`src/rtl/atmega_io_arbiter.sv`:
```
// Round-robin arbiter sharing one ATmega-style I/O register bus between NUM_REQ requesters.
// Optional requester lock for atomic read-modify-write: define ATMEGA_IO_ARB_LOCK_EN.
module atmega_io_arbiter #(
    parameter int unsigned BUS_ADDR_DATA_LEN = 8,
    parameter int unsigned DATA_WIDTH        = 8,
    parameter int unsigned NUM_REQ           = 4
) (
    input  logic                                 rst,
    input  logic                                 clk,
    input  logic [NUM_REQ-1:0]                   req,
    input  logic [NUM_REQ-1:0]                   lock,
    input  logic [NUM_REQ*BUS_ADDR_DATA_LEN-1:0] req_addr,
    input  logic [NUM_REQ-1:0]                   req_wr,
    input  logic [NUM_REQ-1:0]                   req_rd,
    input  logic [NUM_REQ*DATA_WIDTH-1:0]        req_wdat,
    output logic [NUM_REQ-1:0]                   gnt,
    output logic [NUM_REQ-1:0]                   ack,
    output logic [DATA_WIDTH-1:0]                rdat,
    output logic [BUS_ADDR_DATA_LEN-1:0]         addr_dat,
    output logic                                 wr_dat,
    output logic                                 rd_dat,
    output logic [DATA_WIDTH-1:0]                bus_dat_out,
    input  logic [DATA_WIDTH-1:0]                bus_dat_in
);

    localparam int unsigned IDX_W = $clog2(NUM_REQ);

    typedef enum logic [1:0] {
        IDLE,
        ACCESS,
        ACK
    } state_t;

    state_t                       state;
    state_t                       state_nxt;
    logic [IDX_W-1:0]             winner;
    logic [IDX_W-1:0]             last_winner;
    logic [IDX_W-1:0]             pick;
    logic                         found;
    logic                         load;
    logic [NUM_REQ-1:0]           win_oh;
    logic [NUM_REQ-1:0]           cand_mask;
    int unsigned                  cand;
    logic [BUS_ADDR_DATA_LEN-1:0] cmd_addr;
    logic                         cmd_wr;
    logic                         cmd_rd;
    logic [DATA_WIDTH-1:0]        cmd_wdat;
    logic                         in_access;

`ifndef ATMEGA_IO_ARB_LOCK_EN
    logic lock_unused;
    assign lock_unused = ^lock;
`endif

    always_comb begin
        win_oh         = '0;
        win_oh[winner] = 1'b1;
    end

    // Search begins just after the last winner, so the last winner is the lowest priority.
    always_comb begin
        cand_mask = req;
        if (state == ACK) begin
            cand_mask = req & ~win_oh;
        end
        found = 1'b0;
        pick  = winner;
        cand  = 0;
        for (int unsigned k = 1; k <= NUM_REQ; k++) begin
            cand = 32'(last_winner) + k;
            if (cand >= NUM_REQ) begin
                cand = cand - NUM_REQ;
            end
            if (!found && cand_mask[cand[IDX_W-1:0]]) begin
                found = 1'b1;
                pick  = cand[IDX_W-1:0];
            end
        end
`ifdef ATMEGA_IO_ARB_LOCK_EN
        if ((state == ACK) && lock[winner] && req[winner]) begin
            found = 1'b1;
            pick  = winner;
        end
`endif
    end

    always_comb begin
        state_nxt = state;
        load      = 1'b0;
        case (state)
            IDLE: begin
                if (found) begin
                    load      = 1'b1;
                    state_nxt = ACCESS;
                end
            end
            ACCESS: state_nxt = ACK;
            ACK: begin
                if (found) begin
                    load      = 1'b1;
                    state_nxt = ACCESS;
                end else begin
                    state_nxt = IDLE;
                end
            end
            default: state_nxt = IDLE;
        endcase
    end

    always_ff @(posedge clk or posedge rst) begin
        if (rst) begin
            state       <= IDLE;
            winner      <= '0;
            last_winner <= IDX_W'(NUM_REQ - 1);
            cmd_addr    <= '0;
            cmd_wr      <= 1'b0;
            cmd_rd      <= 1'b0;
            cmd_wdat    <= '0;
            rdat        <= '0;
        end else begin
            state <= state_nxt;
            if (load) begin
                winner   <= pick;
                cmd_addr <= req_addr[32'(pick) * BUS_ADDR_DATA_LEN +: BUS_ADDR_DATA_LEN];
                cmd_wr   <= req_wr[pick];
                // A command with both strobes set is treated as a write only.
                cmd_rd   <= req_rd[pick] & ~req_wr[pick];
                cmd_wdat <= req_wdat[32'(pick) * DATA_WIDTH +: DATA_WIDTH];
            end
            if (state == ACCESS) begin
                last_winner <= winner;
                if (cmd_rd) begin
                    rdat <= bus_dat_in;
                end
            end
        end
    end

    // Grant, ack and bus drive are decoded from registered state so reset clears them at once.
    assign in_access   = (state == ACCESS);
    assign gnt         = in_access ? win_oh : '0;
    assign ack         = (state == ACK) ? win_oh : '0;
    assign addr_dat    = in_access ? cmd_addr : '0;
    assign wr_dat      = in_access & cmd_wr;
    assign rd_dat      = in_access & cmd_rd;
    assign bus_dat_out = in_access ? cmd_wdat : '0;

endmodule

```
`config.mk`:
```
export PLATFORM = sky130hd
export DESIGN_NAME = atmega_io_arbiter
export DESIGN_NICKNAME = d
export VERILOG_FILES = /design/src/rtl/atmega_io_arbiter.sv
export SDC_FILE = /design/constraint.sdc
export NUM_CORES = 1
export LEC_CHECK = 0
export CORE_ASPECT_RATIO = 1.2
export CORE_UTILIZATION = 40
export CTS_CLUSTER_DIAMETER = 150
export CTS_CLUSTER_SIZE = 28
export DETAILED_ROUTE_END_ITERATION = 12
export GPL_TIMING_DRIVEN = 0
export PLACE_DENSITY = 0.78
export SETUP_SLACK_MARGIN = 0.3
export SLEW_MARGIN = 20
export SYNTH_ARGS = -nofsm -noshare
export SYNTH_HDL_FRONTEND = slang
export SYNTH_SLANG_ARGS = --single-unit
```
`constraint.sdc`:
```
create_clock -name clk -period 5.2 [get_ports clk]
set_input_delay 1.04 -clock clk [delete_from_list [all_inputs] [get_ports clk]]
set_output_delay 1.04 -clock clk [all_outputs]
set_load 0.05 [all_outputs]
```
== Word-level counts from Yosys, hierarchy flattened ==
Index checks and enable logic that the tools add are counted.

* Add/sub/neg operators: 8
* Magnitude comparators: 11
* Equal/unequal tests: 3
* Shift-type cells: 2
* Muxes and demuxes: 36
* Bitwise gates (word level): 6
* Reduce and logical (&&, ||, !) cells: 10

{| class="wikitable"
|+ Operator list
! operator !! number
|-
| indexed part select 32 x 6 -> 8 bit || 2
|-
| less-than comparator 2 x 3 -> 1 bit (second input constant) || 6
|-
| 2-to-1 mux 2 bit || 9
|-
| 2-to-1 mux 8 bit || 2
|-
| 2-to-1 mux 1 bit || 14
|-
| binary-select mux 1 bit (select 2 bit) || 6
|-
| 2-to-1 mux 4 bit || 3
|-
| greater-or-equal comparator 3 bit (second input constant) || 3
|-
| subtractor 2 x 1 -> 2 bit (second input constant) || 4
|-
| adder 2 x 2 -> 3 bit (second input constant) || 2
|-
| case mux 2 bit (3 select lines) || 1
|-
| adder 2 x 3 -> 4 bit (second input constant) || 1
|-
| AND 4 bit || 1
|-
| greater-or-equal comparator 4 x 3 -> 1 bit (second input constant) || 1
|-
| logical AND 1 bit || 4
|-
| inverter 4 bit || 1
|-
| adder 2 x 1 -> 3 bit (second input constant) || 1
|-
| AND 1 bit || 3
|-
| zero test 1 bit || 3
|-
| demux 1 bit (select 2 bit) || 1
|-
| equality test 2 x 1 -> 1 bit (second input constant) || 1
|-
| equality test 2 bit (second input constant) || 1
|-
| greater-or-equal comparator 2 x 1 -> 1 bit (second input constant) || 1
|-
| zero test 2 bit || 1
|-
| 4 further kinds || 4
|}

* Flip-flop bits (word level): 32
* Input port bits: 90
* Output and inout port bits: 34
* Logic and storage cells: 84

== Logic depth before layout (Yosys ltp) ==
* Word-level depth: 23
* Depth in mapped cells: 12
* Gate-level depth less buffers: 9

== Worst setup path after synthesis ==
No wires, ideal clock.

* Path kind: input -> register
* Start: in req[1]
* End: reg cmd_wr
* Library setup time: 0.123 ns
* Arrival: 2.974 ns
* Data required time: 5.077 ns
* Path slack: 2.103 ns
* Stages on the path: 10
* Buffers on the path: 2
* Path through: clkbuf_1 > nand3b_1 > o22ai_2 > o31ai_2 > o32ai_4 > o21bai_2 > a21oi_2 > buf_6 > mux2_4 > o221a_1

* Longest elaborated chain between the ends: 16
* Elaborated cells between the ends (all ways): 28
* Those cells by class: 21 x mux; 1 x bitwise; 6 x reduce/logical

{| class="wikitable"
|+ RTL lines
! item !! RTL line !! source
|-
| start, declared || 10 || <nowiki>input logic [NUM_REQ-1:0] req,</nowiki>
|-
| AND 4 bit || 64 || <nowiki>cand_mask = req & ~win_oh;</nowiki>
|-
| 2-to-1 mux 4 bit (*) || 63 || <nowiki>if (state == ACK) begin</nowiki>
|-
| binary-select mux 1 bit (select 2 bit) || 74 || <nowiki>if (!found && cand_mask[cand[IDX_W-1:0]]) begin</nowiki>
|-
| 2-to-1 mux 1 bit (not written as such) || 74 ||
|-
| 2-to-1 mux 1 bit || 74 ||
|-
| zero test 1 bit || 74 ||
|-
| logical AND 1 bit || 74 ||
|-
| 2-to-1 mux 1 bit || 74 ||
|-
| zero test 1 bit || 74 ||
|-
| logical AND 1 bit || 74 ||
|-
| 2-to-1 mux 1 bit || 74 ||
|-
| zero test 1 bit || 74 ||
|-
| logical AND 1 bit || 74 ||
|-
| 2-to-1 mux 2 bit / 2-to-1 mux 1 bit (equally long branches) || 74 ||
|-
| binary-select mux 1 bit (select 2 bit) / 2-to-1 mux 1 bit (equally long branches) || 125, 92, 99 ||
|-
| 2-to-1 mux 1 bit (on tied branches) || - ||
|-
| end signal, assigned || 125 || <nowiki>cmd_wr <= req_wr[pick];</nowiki>
|-
| end, declared || 45 || <nowiki>logic cmd_wr;</nowiki>
|}

Mark *: on every way between the ends. The rest lies on a longest branch, timed or not. The select of a mux whose other input is x is not followed.
A chain may end at the register's enable or synchronous reset.

== Worst setup path in the final report ==
* Start: reg state[0]
* End: out gnt[2]

* Longest elaborated chain between the ends: 2

{| class="wikitable"
|+ RTL lines
! item !! RTL line !! source
|-
| start, declared || 34 || <nowiki>state_t state;</nowiki>
|-
| start signal, assigned || 121 || <nowiki>state <= state_nxt;</nowiki>
|-
| equality test 2 x 1 -> 1 bit || 140 || <nowiki>assign in_access = (state == ACCESS);</nowiki>
|-
| 2-to-1 mux 4 bit || 141 || <nowiki>assign gnt = in_access ? win_oh : '0;</nowiki>
|-
| end, declared || 16 || <nowiki>output logic [NUM_REQ-1:0] gnt,</nowiki>
|}

No other way between the ends.

==> flow_summary_export.csv <==
group,metric,value,unit
clocking,clk_latency,0.28,ns
timing,hold_viol_final,0,
timing,fin_crit_sh,0.707,
logic_synthesis,yosysMostFrequentCell,"mux2i_1",
clocking,clk_path_buf_depth,2,
power_and_ir_drop,p_switching,1.27,mW
floorplanning,start_util,0.415,
placement,port_buffers,118,
routing,dr.pass1.iters,4,
timing,setup_viol,0,
setup_path,critPathKind,"flip-flop to output port",
clocking,cts_tree,"done",
floorplanning,die_height,88.8,µm
power_and_ir_drop,netSwitchingFraction,0.488,
setup_path,endpoint_kind,"output port",
logic_synthesis,synth_fp_nets,356,
timing,relSlewSlack,0.463,
routing,drc,0,
outcome,status,"complete, no violations",
grt,grt.overflow.total,0,
power_and_ir_drop,intPower,1.33,mW
power_and_ir_drop,p_seq_frac,0.174,
logic_synthesis,synth_seq_cells,32,
clocking,cts_made_buffers,5,
routing,wl_per_cell,15.7,µm
logic_synthesis,synthTopCellsByArea,"dfrtp_1 30%, mux2i_1 14%, o221ai_1 5.6%, nand2_1 4.6%, and2_1 4.5%",
logic_synthesis,ys.flop_type,"dfrtp_1",
finish,syn_to_final_growth,54.9,%
clocking,cts.sinks,32,
routing,ant_nets,0,
floorplanning,dieArea,6600,µm²
timing,tns,0,ns
finish,antennaDiodeCount,0,
placement,place_congestion,0.904,
logic_synthesis,ys_types,59,
setup_path,critical_path_arrival,2.64,ns
timing,drv_slew,0,
floorplanning,die_width,74.3,µm
clocking,clockRootBuffer,"clkbuf_8",
logic_synthesis,synth_top_cell_by_area,"dfrtp_1",
setup_path,worstReg2RegStart,"winner[1]",
run,cap_violations,0,
logic_synthesis,ys.warnings.count,0,
setup_path,worst-path-max-fanout,10,
routing,vias,2522,
setup_path,crit_required,4.16,ns
power_and_ir_drop,clkPwrFrac,0.080,
timing,rsz0062_at_grt,"false",
finish,final_layout_size_suffix_gt1_frac,0.123,
timing,period_needed,3.68,ns
grt,grtUsageTotal,0.227,
routing,routed_wl,7430,µm
clocking,hold_buffers,0,
power_and_ir_drop,ir_drop,347,µV
clocking,cts-resized-gates,0,
routing,drt-initial-drc-count,141,
logic_synthesis,avgSynthCellArea,9.45,µm²
power_and_ir_drop,power.density,668,nW/µm²
setup_path,cp-start-kind,"flip-flop",
hold_path,min-delay-start,"cmd_addr[6]",
timing,hold_slack,0.484,ns
hold_path,worstHoldPathType,"flip-flop to flip-flop",
logic_synthesis,netlist_top_cells_count,"34 x mux2i_1, 31 x nand2_1, 30 x dfrtp_1, 18 x and2_1, 16 x o221ai_1",
grt,grt_max_degree,33,
logic_synthesis,synth-edff-count,0,
clocking,post_cts_buffers,0,
grt,antenna_found_initial,0,
logic_synthesis,synth_top_area_frac,0.299,
logic_synthesis,synthCells,266,
power_and_ir_drop,p_leak,1.64,nW
timing,clock.fmax,272,MHz
power_and_ir_drop,p_comb_frac,0.746,
floorplanning,io_pins,124,
grt,grt_pass1_vias,2388,
logic_synthesis,syn-cell-area,2510,µm²
clocking,cts_max_level,2,
logic_synthesis,async_flop_share,1.00,
logic_synthesis,yosysSeqAreaShare,0.320,
finish,final_nets,481,
timing,finClkSkew,0.00744,ns
placement,hpwl,5800,µm
grt,grt_pass1_wl,11500,µm
floorplanning,coreArea,6050,µm²
floorplanning,fp-row-count,31,
setup_path,crit_start,"state[0]",
timing,worst_pin_slew,0.800,ns
clocking,clkTransAtPathRegs,0.07,ns
routing,via_per_inst,5.33,
## layout make-up
class	count	area [µm²]
tap	82	103
clock buffer	7	96.3
inverter	12	45.0
multi-input combinational	201	1510
fill	537	2160
buffer	21	156
sequential	32	803
timing repair buffer	118	1180
## critical path: stages, from the launching register on
cell and delay [ns]:
dfrtp_1 0.34, buf_2 0.20, and2b_2 0.16, clkbuf_1 0.27, clkbuf_1 0.36, nand2_1 0.11, nor2_1 0.10, clkdlybuf4s50_1 0.81
## flip-flops by register name (all words and copies together), names as in the netlist
signal       count
cmd_wr           1
winner           2
cmd_addr         8
state            2
cmd_wdat         8
cmd_rd           1
last_winner      2
rdat             8
## logic make-up (layout without fill, tap and decap cells)
family / count (synthesis) / count (layout) / share of synthesized area
AOI/OAI and AO/OA: 63 / 63 / 0.207
muxes: 45 / 45 / 0.188
buffers and inverters: 33 / 158 / 0.0802
DFF: 32 / 32 / 0.320
and+or+nand+nor: 93 / 93 / 0.205
## power groups by stage
stage | logic, mW | clock network, mW | registers (mW)
2_1_floorplan | 1.33 | 0 | 0.553
5_1_grt | 2.06 | 0.219 | 0.469
3_5_place_dp | 1.95 | 0 | 0.456
6_report | 1.94 | 0.208 | 0.453
4_1_cts | 1.95 | 0.213 | 0.453
3_3_place_gp | 1.93 | 0 | 0.451
## per-layer routing
metal / track usage / part of all wire / vias up
li1: - / - / 1229
met1: 0.279 / 0.40 / 1197
met2: 0.407 / 0.54 / 88
met3: 0.0330 / 0.048 / 8
met4: 0.0669 / 0.016 / 0
met5: 0 / 0 / -
## worst paths after layout
| kind | end | slack [ns] | depth (start not counted) |
|---|---|---|---|
| max | gnt[2] | 1.52 | 7 |
| min | cmd_addr[6] | 0.48 | 2 |
| max reg2reg | cmd_addr[3] | 2.27 | 11 |
| min reg2reg | cmd_addr[6] | 0.48 | 2 |
| max in group asynchronous | winner[0] | 3.58 | 2 |
| min in group asynchronous | winner[1] | 1.19 | 2 |
## layout by cell type, fill, tap and decap left out, types with 4 or more instances in the layout
master,count
nor3_1,6
inv_1,8
nor2b_1,4
nand2_1,31
nor2_1,7
clkdlybuf4s50_1,118
dfrtp_1,30
mux2i_1,34
clkbuf_1,7
mux2_2,8
clkbuf_8,7
a31oi_1,5
and2_1,18
o221ai_1,16
buf_2,8
a21oi_1,9
nand3_1,4
## per-stage QoR
stage	total power, mW	std cells	utilization	instance area, µm²	setup WS (ns)
floorplan	1.88	266	-	2510	2.10
global placement	2.38	466	0.627	3800	1.28
detailed placement	2.40	466	0.627	3800	1.27
CTS	2.62	473	0.643	3890	1.51
global route	2.75	473	0.643	3890	1.30
finish	2.60	473	0.643	3890	1.52
Note: power is estimated with default switching activity, not from simulation.
